**config.mk**
```make
export PLATFORM = sky130hd
export DESIGN_NAME = uart_echo_rx
export DESIGN_NICKNAME = d
export VERILOG_FILES = /design/src/rtl/uart_echo_pkg.sv /design/src/rtl/uart_echo_rx.sv
export SDC_FILE = /design/constraint.sdc
export NUM_CORES = 1
export LEC_CHECK = 0
export BUFFER_PORTS_ARGS = -buffer_cell sky130_fd_sc_hd__buf_2
export CAP_MARGIN = 20
export CORE_ASPECT_RATIO = 1.1
export CORE_UTILIZATION = 30
export CTS_CLUSTER_DIAMETER = 150
export DETAILED_ROUTE_END_ITERATION = 10
export PLACE_DENSITY = 0.55
export SYNTH_ARGS = -nofsm -noshare
export SYNTH_HDL_FRONTEND = slang
export SYNTH_SLANG_ARGS = --single-unit
```
**constraint.sdc**
```tcl
create_clock -name clk -period 3.5 [get_ports clk]
set_input_delay 0.525 -clock clk [delete_from_list [all_inputs] [get_ports clk]]
set_output_delay 0.525 -clock clk [all_outputs]
set_load 0.01 [all_outputs]
```
**src/rtl/uart_echo_pkg.sv**
```systemverilog
// Shared types and constants for the UART echo exerciser.
// Optional 8E1 framing: define UART_PARITY_EN.
package uart_echo_pkg;

`ifdef UART_PARITY_EN
  typedef enum logic [2:0] {
    RX_IDLE,
    RX_START,
    RX_DATA,
    RX_PAR,
    RX_STOP
  } rx_state_t;

  typedef enum logic [2:0] {
    TX_IDLE,
    TX_START,
    TX_DATA,
    TX_PAR,
    TX_STOP
  } tx_state_t;
`else
  typedef enum logic [1:0] {
    RX_IDLE,
    RX_START,
    RX_DATA,
    RX_STOP
  } rx_state_t;

  typedef enum logic [1:0] {
    TX_IDLE,
    TX_START,
    TX_DATA,
    TX_STOP
  } tx_state_t;
`endif

  localparam logic [7:0] CHR_W = 8'h57;
  localparam logic [7:0] CHR_E = 8'h45;
  localparam logic [7:0] CHR_N = 8'h4E;

  function automatic int cnt_width(input int clks);
    return $clog2(clks + 1);
  endfunction

  localparam int CLKS_DEF  = 434;
  localparam int CNT_W_DEF = cnt_width(CLKS_DEF);

endpackage

```
**src/rtl/uart_echo_rx.sv**
```systemverilog
// UART receiver FSM fed by an already synchronised RXD.
// Optional even-parity check: define UART_PARITY_EN.
module uart_echo_rx
  import uart_echo_pkg::*;
#(
  parameter int CLKS_PER_BIT = 434
) (
  input  logic       clk,
  input  logic       rst_n,
  input  logic       rxd,
  output logic [7:0] data,
  output logic       rx_valid,
  output logic       frame_err
);

  localparam int CW = cnt_width(CLKS_PER_BIT);
  localparam logic [CW-1:0] FULL = CW'(CLKS_PER_BIT);
  localparam logic [CW-1:0] HALF = CW'(CLKS_PER_BIT / 2);

  rx_state_t     state;
  logic [CW-1:0] cnt;
  logic [2:0]    bitn;
  logic [7:0]    sh;
  logic          tick;
  logic          par_pass;

  assign tick = (cnt == CW'(1));

`ifdef UART_PARITY_EN
  logic par_ok;
  assign par_pass = par_ok;
`else
  assign par_pass = 1'b1;
`endif

  always_ff @(posedge clk or negedge rst_n) begin
    if (!rst_n) begin
      state     <= RX_IDLE;
      cnt       <= '0;
      bitn      <= '0;
      sh        <= '0;
      data      <= '0;
      rx_valid  <= 1'b0;
      frame_err <= 1'b0;
`ifdef UART_PARITY_EN
      par_ok    <= 1'b0;
`endif
    end else begin
      rx_valid  <= 1'b0;
      frame_err <= 1'b0;
      if (state != RX_IDLE && !tick)
        cnt <= cnt - 1'b1;
      unique case (state)
        RX_IDLE: begin
          if (!rxd) begin
            state <= RX_START;
            cnt   <= HALF;
          end
        end
        RX_START: begin
          if (tick) begin
            if (!rxd) begin
              state <= RX_DATA;
              cnt   <= FULL;
              bitn  <= '0;
            end else begin
              state <= RX_IDLE;
            end
          end
        end
        RX_DATA: begin
          if (tick) begin
            sh   <= {rxd, sh[7:1]};
            cnt  <= FULL;
            bitn <= bitn + 3'd1;
            if (bitn == 3'd7)
`ifdef UART_PARITY_EN
              state <= RX_PAR;
`else
              state <= RX_STOP;
`endif
          end
        end
`ifdef UART_PARITY_EN
        RX_PAR: begin
          if (tick) begin
            par_ok <= (rxd == ^sh);
            cnt    <= FULL;
            state  <= RX_STOP;
          end
        end
`endif
        RX_STOP: begin
          if (tick) begin
            state <= RX_IDLE;
            if (rxd && par_pass) begin
              data     <= sh;
              rx_valid <= 1'b1;
            end else begin
              frame_err <= 1'b1;
            end
          end
        end
        default: state <= RX_IDLE;
      endcase
    end
  end

endmodule

```
# [Word level (Yosys, flattened, before mapping)]
# Index checks and enable logic that the tools add are counted.
[totals] register_bits=32 word_cells=52 in_bits=3 output_inout_bits=10
[op_classes] mux=23 reduce_logical=9 eq_ne=11 n_addsub=2
[op_table] cell="9-bit two-way mux" n=5
[op_table] cell="9-bit case mux with 3 select lines" n=1
[op_table] cell="2-bit two-way mux" n=6
[op_table] cell="2-bit inequality test (second input constant)" n=6
[op_table] cell="9-bit by 1-bit == test with 1-bit output (second input constant)" n=1
[op_table] cell="3-bit two-way mux" n=3
[op_table] cell="9-bit by 1-bit subtractor with 9-bit output (second input constant)" n=1
[op_table] cell="2-bit case mux with 4 select lines" n=1
[op_table] cell="1-bit two-way mux" n=6
[op_table] cell="3-bit case mux with 2 select lines" n=1
[op_table] cell="5-bit AND reduction" n=1
[op_table] cell="2-bit == test (second input constant)" n=2
[op_table] cell="4-bit AND reduction" n=1
[op_table] cell="2-bit nonzero test" n=2
[op_table] cell="3-bit by 1-bit adder with 3-bit output (second input constant)" n=1
[op_table] cell="3-bit == test (second input constant)" n=1
[op_table] cell="3-bit AND reduction" n=1
[op_table] cell="2-bit by 1-bit == test with 1-bit output (second input constant)" n=1
[op_table] cell="2-bit logical NOT" n=1
[op_table] cell="2-bit AND reduction" n=1
[op_table] cell="1-bit logical AND" n=1
[op_table] cell="1-bit logical NOT" n=1

# [Depth between registers and ports, before layout]
# Gate-level depths: netlist of run 1.
[logic_depth] word_depth=7 ltp_mapped=6 mapped_depth_nobuf=6

# [Least setup slack after synthesis of run 1]
# OpenSTA, ideal clock, no wires.
[synth_timing] kind="reg-to-reg" startpoint="register cnt[4]" endpoint="register cnt[8]" arrival_time_ns=1.845 stages_incl_launch_ff=6 path_buffers=1 synth_period_minus_slack_ns=1.932 setup_ns=0.087 required_time_ns=3.413 setup_slack_ns=1.568 path_cell_list="dfrtp_1 -> or4_1 -> buf_2 -> nor4_4 -> mux2_2 -> a211oi_2"
[synth_via] elab_chain_len=7 word_cells_on_any_way=10 classes_between="add/sub (1); eq/ne (1); mux (6); reduce/logical (2)"
[synth_rtl] element="start, declared" line="uart_echo_rx.sv:21" text="logic [CW-1:0] cnt;"
[synth_rtl] element="start signal, assigned" line="uart_echo_rx.sv:52" text="cnt <= cnt - 1'b1;"
[synth_rtl] element="branches (longest 6 deep; another with 9-bit by 1-bit subtractor with 9-bit output)"
[synth_rtl] element="9-bit case mux with 3 select lines (*)" line="uart_echo_rx.sv:53" text="unique case (state)"
# Every way passes the cells marked *.
# A chain may end at the register's enable or synchronous reset.

# [Final worst setup path of run 1]
[layout_timing] startpoint="register cnt[1]" endpoint="register sh[7]"
[layout_via] elab_chain_len=2
[layout_rtl] element="9-bit by 1-bit == test with 1-bit output" line="uart_echo_rx.sv:27" text="assign tick = (cnt == CW'(1));"
[layout_rtl] element="2-bit AND reduction (no source line)"
[layout_rtl] element="end signal, assigned" line="uart_echo_rx.sv:73" text="sh <= {rxd, sh[7:1]};"
[layout_rtl] element="end, declared" line="uart_echo_rx.sv:23" text="logic [7:0] sh;"
# No other way between the ends.

==> summary.txt, run 1 <==
Status: finished with violations
Violated checks: DRC
Routability cong.: 0.831
Core ar.: 5000 um2
Chip Width: 70.7 um
Fin Hold WS: 0.290 ns
Via density: 5.39
Postcts setup bufs: 0
Final Cell Area: 1760 um2
Largest net degree at the start of global routing: 33
Post-route ant nets: 0
Leakage power: 0.781 nW
Fin Clk Skew: 0.00683 ns
CP Launch Type: flip-flop
Cts repair resizes: 0
FMAX: 0.455 GHz
DR pass1 iterations: 7
Synthesized area per cell: 12.4 um2
Cell variety after synth: 43
First-pass GRT wire length: 5280 um
Synthesized cell area: 1560 um2
Seq/Total Area, Yosys: 0.514
RR Endpoint: sh[7]
P&R area growth vs syn: 12.7%
GR Util All Layers: 0.125
Ys Warns: 0
DP Wirelength: 2050 um
Number of remaining DRC errors: 2
Setup CP Type: flip-flop to flip-flop
Vias in the first global route: 1,086
Hold crit path type: input port to async pin
Crit. Startpoint: cnt[1]
# IOs: 13
Period minus WS final: 2.20 ns
CTS H-tree lvls: 2
Placed Area: 1670 um2
Layout cell share with drive strength beyond 1: 0.307
Root buffer selected by CTS: clkbuf_8
Seq cells post-synth: 32
Worst EP arrival: 2.37 ns
Synth top area share: 0.514
Total wire length: 2930 um
Worst vdd ir: 0.000255 V
CTS clk-pin slew, worst paths: 0.06 ns
Max Root-Sink Buffers: 2
Total congestion overflow: 0
Layout Cells excl Fill: 198
Post-synth EDFFs: 0
Slew @ Worst Pin: 0.722 ns
Post-route clock period utilization: 0.628
Dominant cell type by area after synthesis: dfrtp_1
PortBufs: 12
Critical path endpoint category: flip-flop
CTS buffer count: 5
CTS Hold Bufs: 0
Synth top area cells: dfrtp_1, mux2_2, ha_1, nor4_4, o21ai_0
Fill count: 508
MaxCap Viol Count: 0
Worst-Skew Late Latency: 0.28 ns
Clock sinks: 32
Hold Violations, Final: 0
FFs w/ async S/R, synth: 1.00
Die Height: 77.6 um
Worst setup path endpoint: sh[7]
DR vias: 1,067
Post-Syn Instances: 126
Row count: 27
PD cells: 462 nW/um2
Primary FF master, synth: dfrtp_1
Total Nets Final: 146
R2R depth: 5
RR Startpoint: cnt[1]
Die area: 5490 um2
Starting Density: 0.312
DRT iter0 DRCs: 50
Slew headroom: 0.518
Reg2reg setup slack: 1.30 ns
Setup violations, final: 0
# diodes: 0
CP required: 3.67 ns
CTS tree: done
WL per Instance: 14.8 um
Post-route setup TNS: 0 ns
Unrepaired setup endpoints after global routing: no
Placed cells: 190
Syn nets: 133
Critical path peak fanout: 11
Final Max Tran Viols: 0
Initial antenna violation count: 0
[cell type report]
cell class / count / area, um2 / area share
Clock buffer: 8 / 90.1 / 0.0513
Inverter: 2 / 7.51 / 0.00427
Multi-Input combinational cell: 86 / 726 / 0.413
Sequential cell: 32 / 801 / 0.456
Tap cell: 58 / 72.6 / 0.0413
Timing Repair Buffer: 12 / 60.1 / 0.0342
[worst max-delay path, stage by stage (launching register included)]
cell and delay (ns):
dfrtp_1 0.41, inv_1 0.10, ha_1 0.17, nor4b_4 0.45, and3_1 0.57, mux2_2 0.40
[metrics by stage]
step	util	total power, mW	setup WS (ns)
2_1_floorplan	-	0.501	1.57
3_3_place_gp	0.333	0.524	1.39
3_5_place_dp	0.333	0.530	1.32
4_1_cts	0.351	0.824	1.31
5_1_grt	0.351	0.860	1.15
6_report	0.351	0.811	1.30
[kinds of logic after synthesis]
group | after synthesis | synth area share
DFF | 32 | 0.514
AOI/OAI and AO/OA | 31 | 0.140
xor gates and xnor gates | 2 | 0.0112
buffers and inverters | 8 | 0.0209
and+or+nand+nor | 30 | 0.146
muxes | 19 | 0.136
adders and majority gates | 4 | 0.0321
[worst min path at each step]
| stage | endpoint | slack, ns |
|---|---|---|
| 4_1_cts | cnt[3] | 0.32 |
| 2_1_floorplan | async pin | 0.23 |
| 3_3_place_gp | data[6] | 0.49 |
| 6_report | cnt[8] | 0.29 |
| 3_5_place_dp | data[0] | 0.49 |
| 5_1_grt | cnt[8] | 0.33 |
[cells in the mapped netlist (2+ instances only)]
cell type / n
a211oi_1: 2
mux2_2: 18
a22o_1: 2
inv_1: 2
nor2_1: 3
a22oi_1: 2
nand3_1: 3
or3_1: 3
nor3_1: 3
nor4_4: 2
clkbuf_1: 4
a21oi_1: 4
nor3b_1: 2
nand2_1: 2
and3_1: 2
buf_2: 2
o21ai_0: 7
nor2b_1: 3
dfrtp_1: 32
o211ai_1: 2
ha_1: 4
[layer usage]
metal / GRT usage / share of wire / vias to the layer above
li1: - / - / 503
met1: 0.148 / 0.44 / 533
met5: 0 / 0 / -
met4: 0.0540 / 0.018 / 0
met2: 0.209 / 0.49 / 25
met3: 0.0364 / 0.044 / 6
[cell usage in the layout, fill, tap and decap left out, drive strengths merged, types with 2 or more instances in the layout]
cell type,count
inv,2
mux2,18
clkbuf,8
and3,2
a22oi,2
ha,4
nor4,2
nand2,2
o21ai,9
o211ai,2
a21oi,4
a211oi,3
nand3,3
nor2b,3
nor3b,2
nor3,3
buf,12
a22o,2
dfrtp,32
or3,3
nor2,4
[state kept, by name (all words and copies together), names as in the netlist, named ones only]
| signal | cells |
|---|---|
| frame_err | 1 |
| cnt | 9 |
| bitn | 3 |
| state | 1 |
| data | 8 |
| rx_valid | 1 |
| sh | 8 |
[power breakdown]
part	switching [mW]	leakage, nW	internal (mW)
sequential	0.0386	0.426	0.391
combinational	0.0507	0.309	0.0422
clock	0.129	0.0455	0.160
Power figures use the tool's default switching activity.
==> run 2, diff against run 1 <==
--- a/config.mk
+++ b/config.mk
@@ -11,7 +11,7 @@
 export CORE_UTILIZATION = 30
 export CTS_CLUSTER_DIAMETER = 150
 export DETAILED_ROUTE_END_ITERATION = 10
-export PLACE_DENSITY = 0.55
+export PLACE_DENSITY = 0.56
 export SYNTH_ARGS = -nofsm -noshare
 export SYNTH_HDL_FRONTEND = slang
 export SYNTH_SLANG_ARGS = --single-unit
==> constraint.sdc (replaced) <==
create_clock -name clk -period 1.9 [get_ports clk]
set_input_delay 0.285 -clock clk [delete_from_list [all_inputs] [get_ports clk]]
set_output_delay 0.285 -clock clk [all_outputs]
set_load 0.01 [all_outputs]
==> run 2 against run 1 <==
The flow still finishes with violations (DRC); cell count rose by 9.6%; combinational power rose to 2.8 times the previous value; first-iteration DRC count fell by 22%; critical path depth rose by 1; design area rose by 12%; clock power rose by 89%; maximum frequency rose by 20%; global-route usage rose by 0.15 points; largest cell class unchanged.
==> summary.txt, run 2 (synthesized netlist as in run 1, its figures left out) <==
Root buffer selected by CTS: clkbuf_8
Critical path endpoint category: flip-flop
Register Area: 803 um2 (+0.31%)
Regs by FF count: cnt: 9 flops, data: 8 flops, sh: 8 flops
Total congestion overflow: 0 (unchanged)
PD cells: 796 nW/um2 (+72%)
DR vias: 1,099 (+3.0%)
Largest net degree at the start of global routing: 33 (unchanged)
Worst EP arrival: 2.03 ns (-0.34 ns)
GR Util All Layers: 0.126 (+0.00149)
CP required: 2.10 ns (-1.57 ns)
Fin Hold WS: 0.0489 ns (-0.241 ns)
Slew @ Worst Pin: 0.693 ns (-0.0291 ns)
Vias in the first global route: 1,174 (+8.1%)
Core ar.: 5000 um2 (unchanged)
Fill count: 500 (-1.6%)
Setup CP Type: flip-flop to flip-flop
Hold crit path type: input port to async pin
CTS buffer count: 5 (unchanged)
DR pass1 iterations: 7 (unchanged)
Starting Density: 0.312 (unchanged)
P&R area growth vs syn: 25.8%
CTS Hold Bufs: 0 (unchanged)
Max FFs per register: 9 (unchanged)
CTS tree: done
Final Max Tran Viols: 0 (unchanged)
Worst-Skew Late Latency: 0.28 ns (about the same)
Reg2reg setup slack: 0.06 ns (-1.24 ns)
Chip Width: 70.7 um (unchanged)
Layout cell share with drive strength beyond 1: 0.440 (+0.133)
Hold Violations, Final: 0 (unchanged)
Slew headroom: 0.538 (+0.0194)
Critical path peak fanout: 5 (-6)
Violated checks: DRC
Unrepaired setup endpoints after global routing: yes
Total wire length: 3220 um (+9.9%)
Overall power: 1.56 mW (+92%)
Leakage power: 0.889 nW (+14%)
Setup violations, final: 0 (unchanged)
Placed Area: 1810 um2 (+8.7%)
Total Nets Final: 166 (+14%)
# IOs: 13 (unchanged)
CTS clk-pin slew, worst paths: 0.06 ns (about the same)
PortBufs: 12 (unchanged)
Most frequent cells in the layout: dfrtp_1, buf_4, mux2_2, buf_2, clkbuf_8
Number of remaining DRC errors: 3 (+1)
# diodes: 0 (unchanged)
DP Wirelength: 2310 um (+13%)
Fin Clk Skew: 0.00532 ns (-0.00152 ns)
DRT iter0 DRCs: 39 (-22%)
Status: finished with violations
WL per Instance: 14.8 um (+0.32%)
RR Endpoint: cnt[8]
CTS H-tree lvls: 2 (unchanged)
Clock sinks: 32 (unchanged)
CP Launch Type: flip-flop
First-pass GRT wire length: 5370 um (+1.7%)
MaxCap Viol Count: 0 (unchanged)
Period minus WS final: 1.84 ns (-0.362 ns)
RR Startpoint: cnt[0]
R2R depth: 6 (+1)
Row count: 27 (unchanged)
Post-route ant nets: 0 (unchanged)
Final Cell Area: 1960 um2 (+12%)
Die Height: 77.6 um (unchanged)
Die area: 5490 um2 (unchanged)
Max Root-Sink Buffers: 2 (unchanged)
Routability cong.: 0.853 (+2.6%)
Multi-input combinational cell area: 766 um2 (+5.5%)
Most common cell after layout, fill and taps aside: dfrtp_1
Initial antenna violation count: 0 (unchanged)
Post-route clock period utilization: 0.967 (+0.339)
Via density: 5.06 (-6.0%)
Top reg by flops: cnt
FMAX: 0.544 GHz (+20%)
Worst vdd ir: 0.000460 V (+80%)
[run 2: cell type report]
class / instances / area share
inverters: 2 / 0.00383
flip-flops and latches: 32 / 0.410
well taps: 58 / 0.0370
repair buffers: 31 / 0.110
clock buffers: 7 / 0.0491
multi-input cells: 87 / 0.391
[run 2: worst max-delay path by stage]
stage | from | endpoint | slack (ns) | cells after the start
2_1_floorplan | cnt[5] | cnt[8] | -0.004 | 5
3_3_place_gp | cnt[4] | cnt[8] | 0.03 | 4
5_1_grt | cnt[1] | data[1] | -0.02 | 6
4_1_cts | cnt[1] | cnt[2] | 0.001 | 6
6_report | cnt[0] | cnt[8] | 0.06 | 6
3_5_place_dp | cnt[1] | data[1] | -0.03 | 6
[run 2: metrics by stage]
stage                     cells  utilization  worst slack (ns)  setup TNS, ns
after detailed placement    207        0.362           -0.0328         -0.217
final                       217        0.392            0.0630              0
after floorplan             126            -          -0.00364       -0.00364
after global placement      207        0.362            0.0286              0
after CTS                   215        0.384           0.00105              0
after global routing        217        0.392           -0.0178        -0.0331
[run 2: metal layers]
metal | up-vias | wire, um | track usage
li1 | 536 | - | -
met1 | 548 | 1440 | 0.150
met2 | 13 | 1680 | 0.218
met3 | 2 | 72 | 0.0351
met4 | 0 | 21 | 0.0420
met5 | - | 0 | 0
[run 2: power breakdown]
group | leakage (nW) | internal [mW] | total, mW | switching [mW]
Sequential | 0.423 | 0.723 | 0.755 | 0.0320
Clock | 0.0503 | 0.322 | 0.546 | 0.224
Combinational | 0.415 | 0.118 | 0.261 | 0.143
Total | 0.889 | 1.16 | 1.56 | 0.399
[run 2: worst max-delay path, cell delays in order (launching register included)]
cell	delay, ns
dfrtp_2	0.44
ha_4	0.17
nor4b_4	0.14
buf_4	0.16
nor4_4	0.32
mux2_4	0.34
a211oi_2	0.19
[run 2: what timing repair did]
| item | CTS | global route |
|---|---|---|
| pin swaps | 2 | 4 |
| gates cloned | 0 | 1 |
| gates resized for setup | 1 | 10 |
| setup endpoints to repair | 10 | 26 |
| buffers inserted | 1 | 1 |
==> run 3, diff against run 2 <==
--- a/config.mk
+++ b/config.mk
@@ -5,11 +5,11 @@
 export SDC_FILE = /design/constraint.sdc
 export NUM_CORES = 1
 export LEC_CHECK = 0
+export ABC_AREA = 1
 export BUFFER_PORTS_ARGS = -buffer_cell sky130_fd_sc_hd__buf_2
 export CAP_MARGIN = 20
 export CORE_ASPECT_RATIO = 1.1
 export CORE_UTILIZATION = 30
-export CTS_CLUSTER_DIAMETER = 150
 export DETAILED_ROUTE_END_ITERATION = 10
 export PLACE_DENSITY = 0.56
 export SYNTH_ARGS = -nofsm -noshare
==> constraint.sdc (replaced) <==
create_clock -name clk -period 1.9 [get_ports clk]
set_input_delay 0.38 -clock clk [delete_from_list [all_inputs] [get_ports clk]]
set_output_delay 0.38 -clock clk [all_outputs]
set_load 0.01 [all_outputs]
==> run 3 against run 2 <==
The flow now finishes without violations; design area down 3.3%; flip-flop and latch count unchanged; wire length down 4.1%; critical path depth up 1; sequential share of layout area up 1.2 points; combinational power down 93%; clock-buffer cell count down 2; critical endpoint is now data[7]; largest power group unchanged.
==> summary.txt, run 3 <==
Status: completed
Top post-synthesis cells by count: nand2_1, dfrtp_1, inv_1
First-pass GRT wire length: 5340 um (-0.52%)
Power share of the combinational group: 0.013 (-0.154)
PD cells: 715 nW/um2 (-10%)
Switching share of total power: 0.211 (-0.0445)
Register Area: 801 um2 (-0.31%)
Worst path slowest cell: dfrtp_1
CP required: 2.07 ns (-0.03 ns)
Ys Warns: 0 (unchanged)
Fill count: 544 (+8.8%)
P&R area growth vs syn: 14.8%
Primary FF master, synth: dfrtp_1
DR pass1 iterations: 4 (-3)
Seq cells post-synth: 32 (unchanged)
Fin Clk Skew: 0.00720 ns (+0.00188 ns)
Period minus WS final: 1.62 ns (-0.218 ns)
Root buffer selected by CTS: clkbuf_8
Die area: 5810 um2 (+5.8%)
Starting Density: 0.322 (+0.00983)
Slew headroom: 0.526 (-0.0119)
Initial antenna violation count: 0 (unchanged)
Fin Hold WS: 0.139 ns (+0.0902 ns)
Total wire length: 3090 um (-4.1%)
Layout cell share with drive strength beyond 1: 0.268 (-0.172)
Final WS setup: 0.281 ns (+0.218 ns)
Synth top area share: 0.485 (-0.0288)
Routability cong.: 0.767 (-10%)
FFs w/ async S/R, synth: 1.00 (unchanged)
DP Wirelength: 2220 um (-4.0%)
Most frequent cells in the layout: nand2_1, dfrtp_1, inv_1, o21ai_1, buf_2
WL per Instance: 11.0 um (-26%)
CTS clk-pin slew, worst paths: 0.07 ns (about the same)
Vias in the first global route: 1,198 (+2.0%)
Core ar.: 5130 um2 (+2.7%)
Seq pwr share: 0.502 (+0.019)
Via density: 4.28 (-16%)
Worst vdd ir: 0.000402 V (-13%)
Post-route setup TNS: 0 ns (unchanged)
Final Max Tran Viols: 0 (unchanged)
Post-layout util: 0.369 (-0.0227)
NetSw: 0.286 mW (-28%)
Post-route clock period utilization: 0.852 (-0.115)
Layout Cells excl Fill: 281 (+29%)
Hold crit path type: input port to async pin
CTS Hold Bufs: 0 (unchanged)
Internal Power: 1.07 mW (-7.9%)
MaxCap Viol Count: 0 (unchanged)
Critical Path Max Stage Delay: 0.38 ns (-0.06 ns)
Synthesized cell area: 1650 um2 (+5.9%)
Setup violations, final: 0 (unchanged)
Postcts setup bufs: 0 (-1)
Post-route ant nets: 0 (unchanged)
Worst-Skew Late Latency: 0.28 ns (about the same)
Max FFs per register: 9 (unchanged)
Top reg by flops: cnt
PortBufs: 12 (unchanged)
Worst EP arrival: 1.78 ns (-0.25 ns)
Cell variety after synth: 27 (-37%)
CP Launch Type: flip-flop
# diodes: 0 (unchanged)
Number of remaining DRC errors: 0 (-3)
Hold Violations, Final: 0 (unchanged)
Worst path cell trace: inv_1 -> ha_1 -> nand3_2 -> nor2_8 -> nand4_4 -> nand2_1 -> o21ai_2
Critical path peak fanout: 16 (+11)
Placed cells: 273 (+32%)
Regs by FF count: cnt: 9 flops, data: 8 flops, sh: 8 flops
Seq/Total Area, Yosys: 0.485 (-0.0288)
Synthesized area per cell: 8.65 um2 (-30%)
Multi-input combinational cell area: 718 um2 (-6.2%)
Slew @ Worst Pin: 0.711 ns (+0.0178 ns)
Most common cell after layout, fill and taps aside: nand2_1
# IOs: 13 (unchanged)
Setup CP Type: flip-flop to flip-flop
Max Root-Sink Buffers: 2 (unchanged)
Unrepaired setup endpoints after global routing: no
CTS H-tree lvls: 2 (unchanged)
Chip Width: 72.7 um (+2.8%)
CTS tree: done
Syn nets: 198 (+49%)
Row count: 27 (unchanged)
Leakage power: 0.980 nW (+10%)
Post-synth EDFFs: 0 (unchanged)
DRT iter0 DRCs: 49 (+26%)
FMAX: 0.618 GHz (+13%)
GR Util All Layers: 0.122 (-0.00429)
Pre-CTS setup slack: 0.287 ns (+0.319 ns)
Post-Syn Instances: 191 (+52%)
Critical path endpoint category: flip-flop
Clk network pwr share: 0.485 (+0.135)
Dominant cell type by area after synthesis: dfrtp_1
CTS buffer count: 5 (unchanged)
Synth top area cells: dfrtp_1, nand2_1, inv_1, o21ai_2, o21ai_1
Clock sinks: 32 (unchanged)
DR vias: 1,202 (+9.4%)
Most instantiated library cell after synthesis: nand2_1
Total congestion overflow: 0 (unchanged)
Total Nets Final: 215 (+30%)
Die Height: 79.8 um (+2.9%)
Largest net degree at the start of global routing: 33 (unchanged)
Cts repair resizes: 0 (-1)
==> run 3: cell count changes in the layout (fill, tap and decap cells not counted), moves of 5 or more <==
cell / change
mux2_2: -15
nand2_1: +49
o21ai_1: +9
o21ai_2: +6
inv_2: +7
nor2_1: +9
nand2_2: +5
nand3_1: +8
buf_4: -18
inv_1: +20
==> run 3: per-layer routing <==
layer | global-route usage | up-vias | part of all wire
met5 | 0 | - | 0
met4 | 0.0647 | 0 | 0.018
met3 | 0.0328 | 5 | 0.030
met2 | 0.194 | 12 | 0.48
met1 | 0.149 | 553 | 0.47
li1 | - | 632 | -
==> run 3: cell type report <==
| class | instances | share of cell area |
|---|---|---|
| Tap cell | 72 | 0.0475 |
| Clock buffer | 5 | 0.0363 |
| Timing Repair Buffer | 12 | 0.0317 |
| Sequential cell | 32 | 0.422 |
| Multi-Input combinational cell | 126 | 0.379 |
| Inverter | 31 | 0.0613 |
| Clock inverter | 3 | 0.0224 |
==> run 3: path summary, 6_finish.rpt <==
| path | start | endpoint | slack [ns] | cells past startpoint |
|---|---|---|---|---|
| min in group clk | rxd | sh[7] | 0.44 | 3 |
| max | cnt[1] | data[7] | 0.28 | 7 |
| max reg2reg | cnt[1] | data[7] | 0.28 | 7 |
| min reg2reg | data[1] | data[1] | 0.48 | 2 |
| min | rst_n | cnt[3] | 0.14 | 1 |
| max in group asynchronous | rst_n | data[7] | 1.29 | 1 |
==> run 3: cells by family after synthesis <==
logic type | share of synthesized area
AND/OR/NAND/NOR | 0.281
AO/OA/AOI/OAI | 0.108
adder cells (fa/ha/maj) | 0.0303
XOR/XNOR | 0.0159
buffers and inverters | 0.0803
flip-flops | 0.485
==> run 3: power by group through the flow <==
stage / Sequential [mW] / Clock [mW] / Combinational [mW]
global placement: 0.694 / 0 / 0.0194
finish: 0.681 / 0.658 / 0.0174
global route: 0.680 / 0.718 / 0.0211
CTS: 0.680 / 0.682 / 0.0193
detailed placement: 0.694 / 0 / 0.0194
floorplan: 0.694 / 0 / 0.000648
==> run 3: metrics by stage <==
stage / instance area [um2] / power (mW)
2_1_floorplan: 1650 / 0.695
5_1_grt: 1900 / 1.42
3_5_place_dp: 1790 / 0.713
4_1_cts: 1900 / 1.38
6_report: 1900 / 1.36
3_3_place_gp: 1790 / 0.713
==> run 3: worst max-delay path: cells and delay by family, from the launching register on <==
kind | cells | cell delay, ns
buffers and inverters | 1 | 0.11
flip-flops | 1 | 0.38
adder cells (fa/ha/maj) | 1 | 0.20
AND/OR/NAND/NOR | 4 | 0.75
AO/OA/AOI/OAI | 1 | 0.06
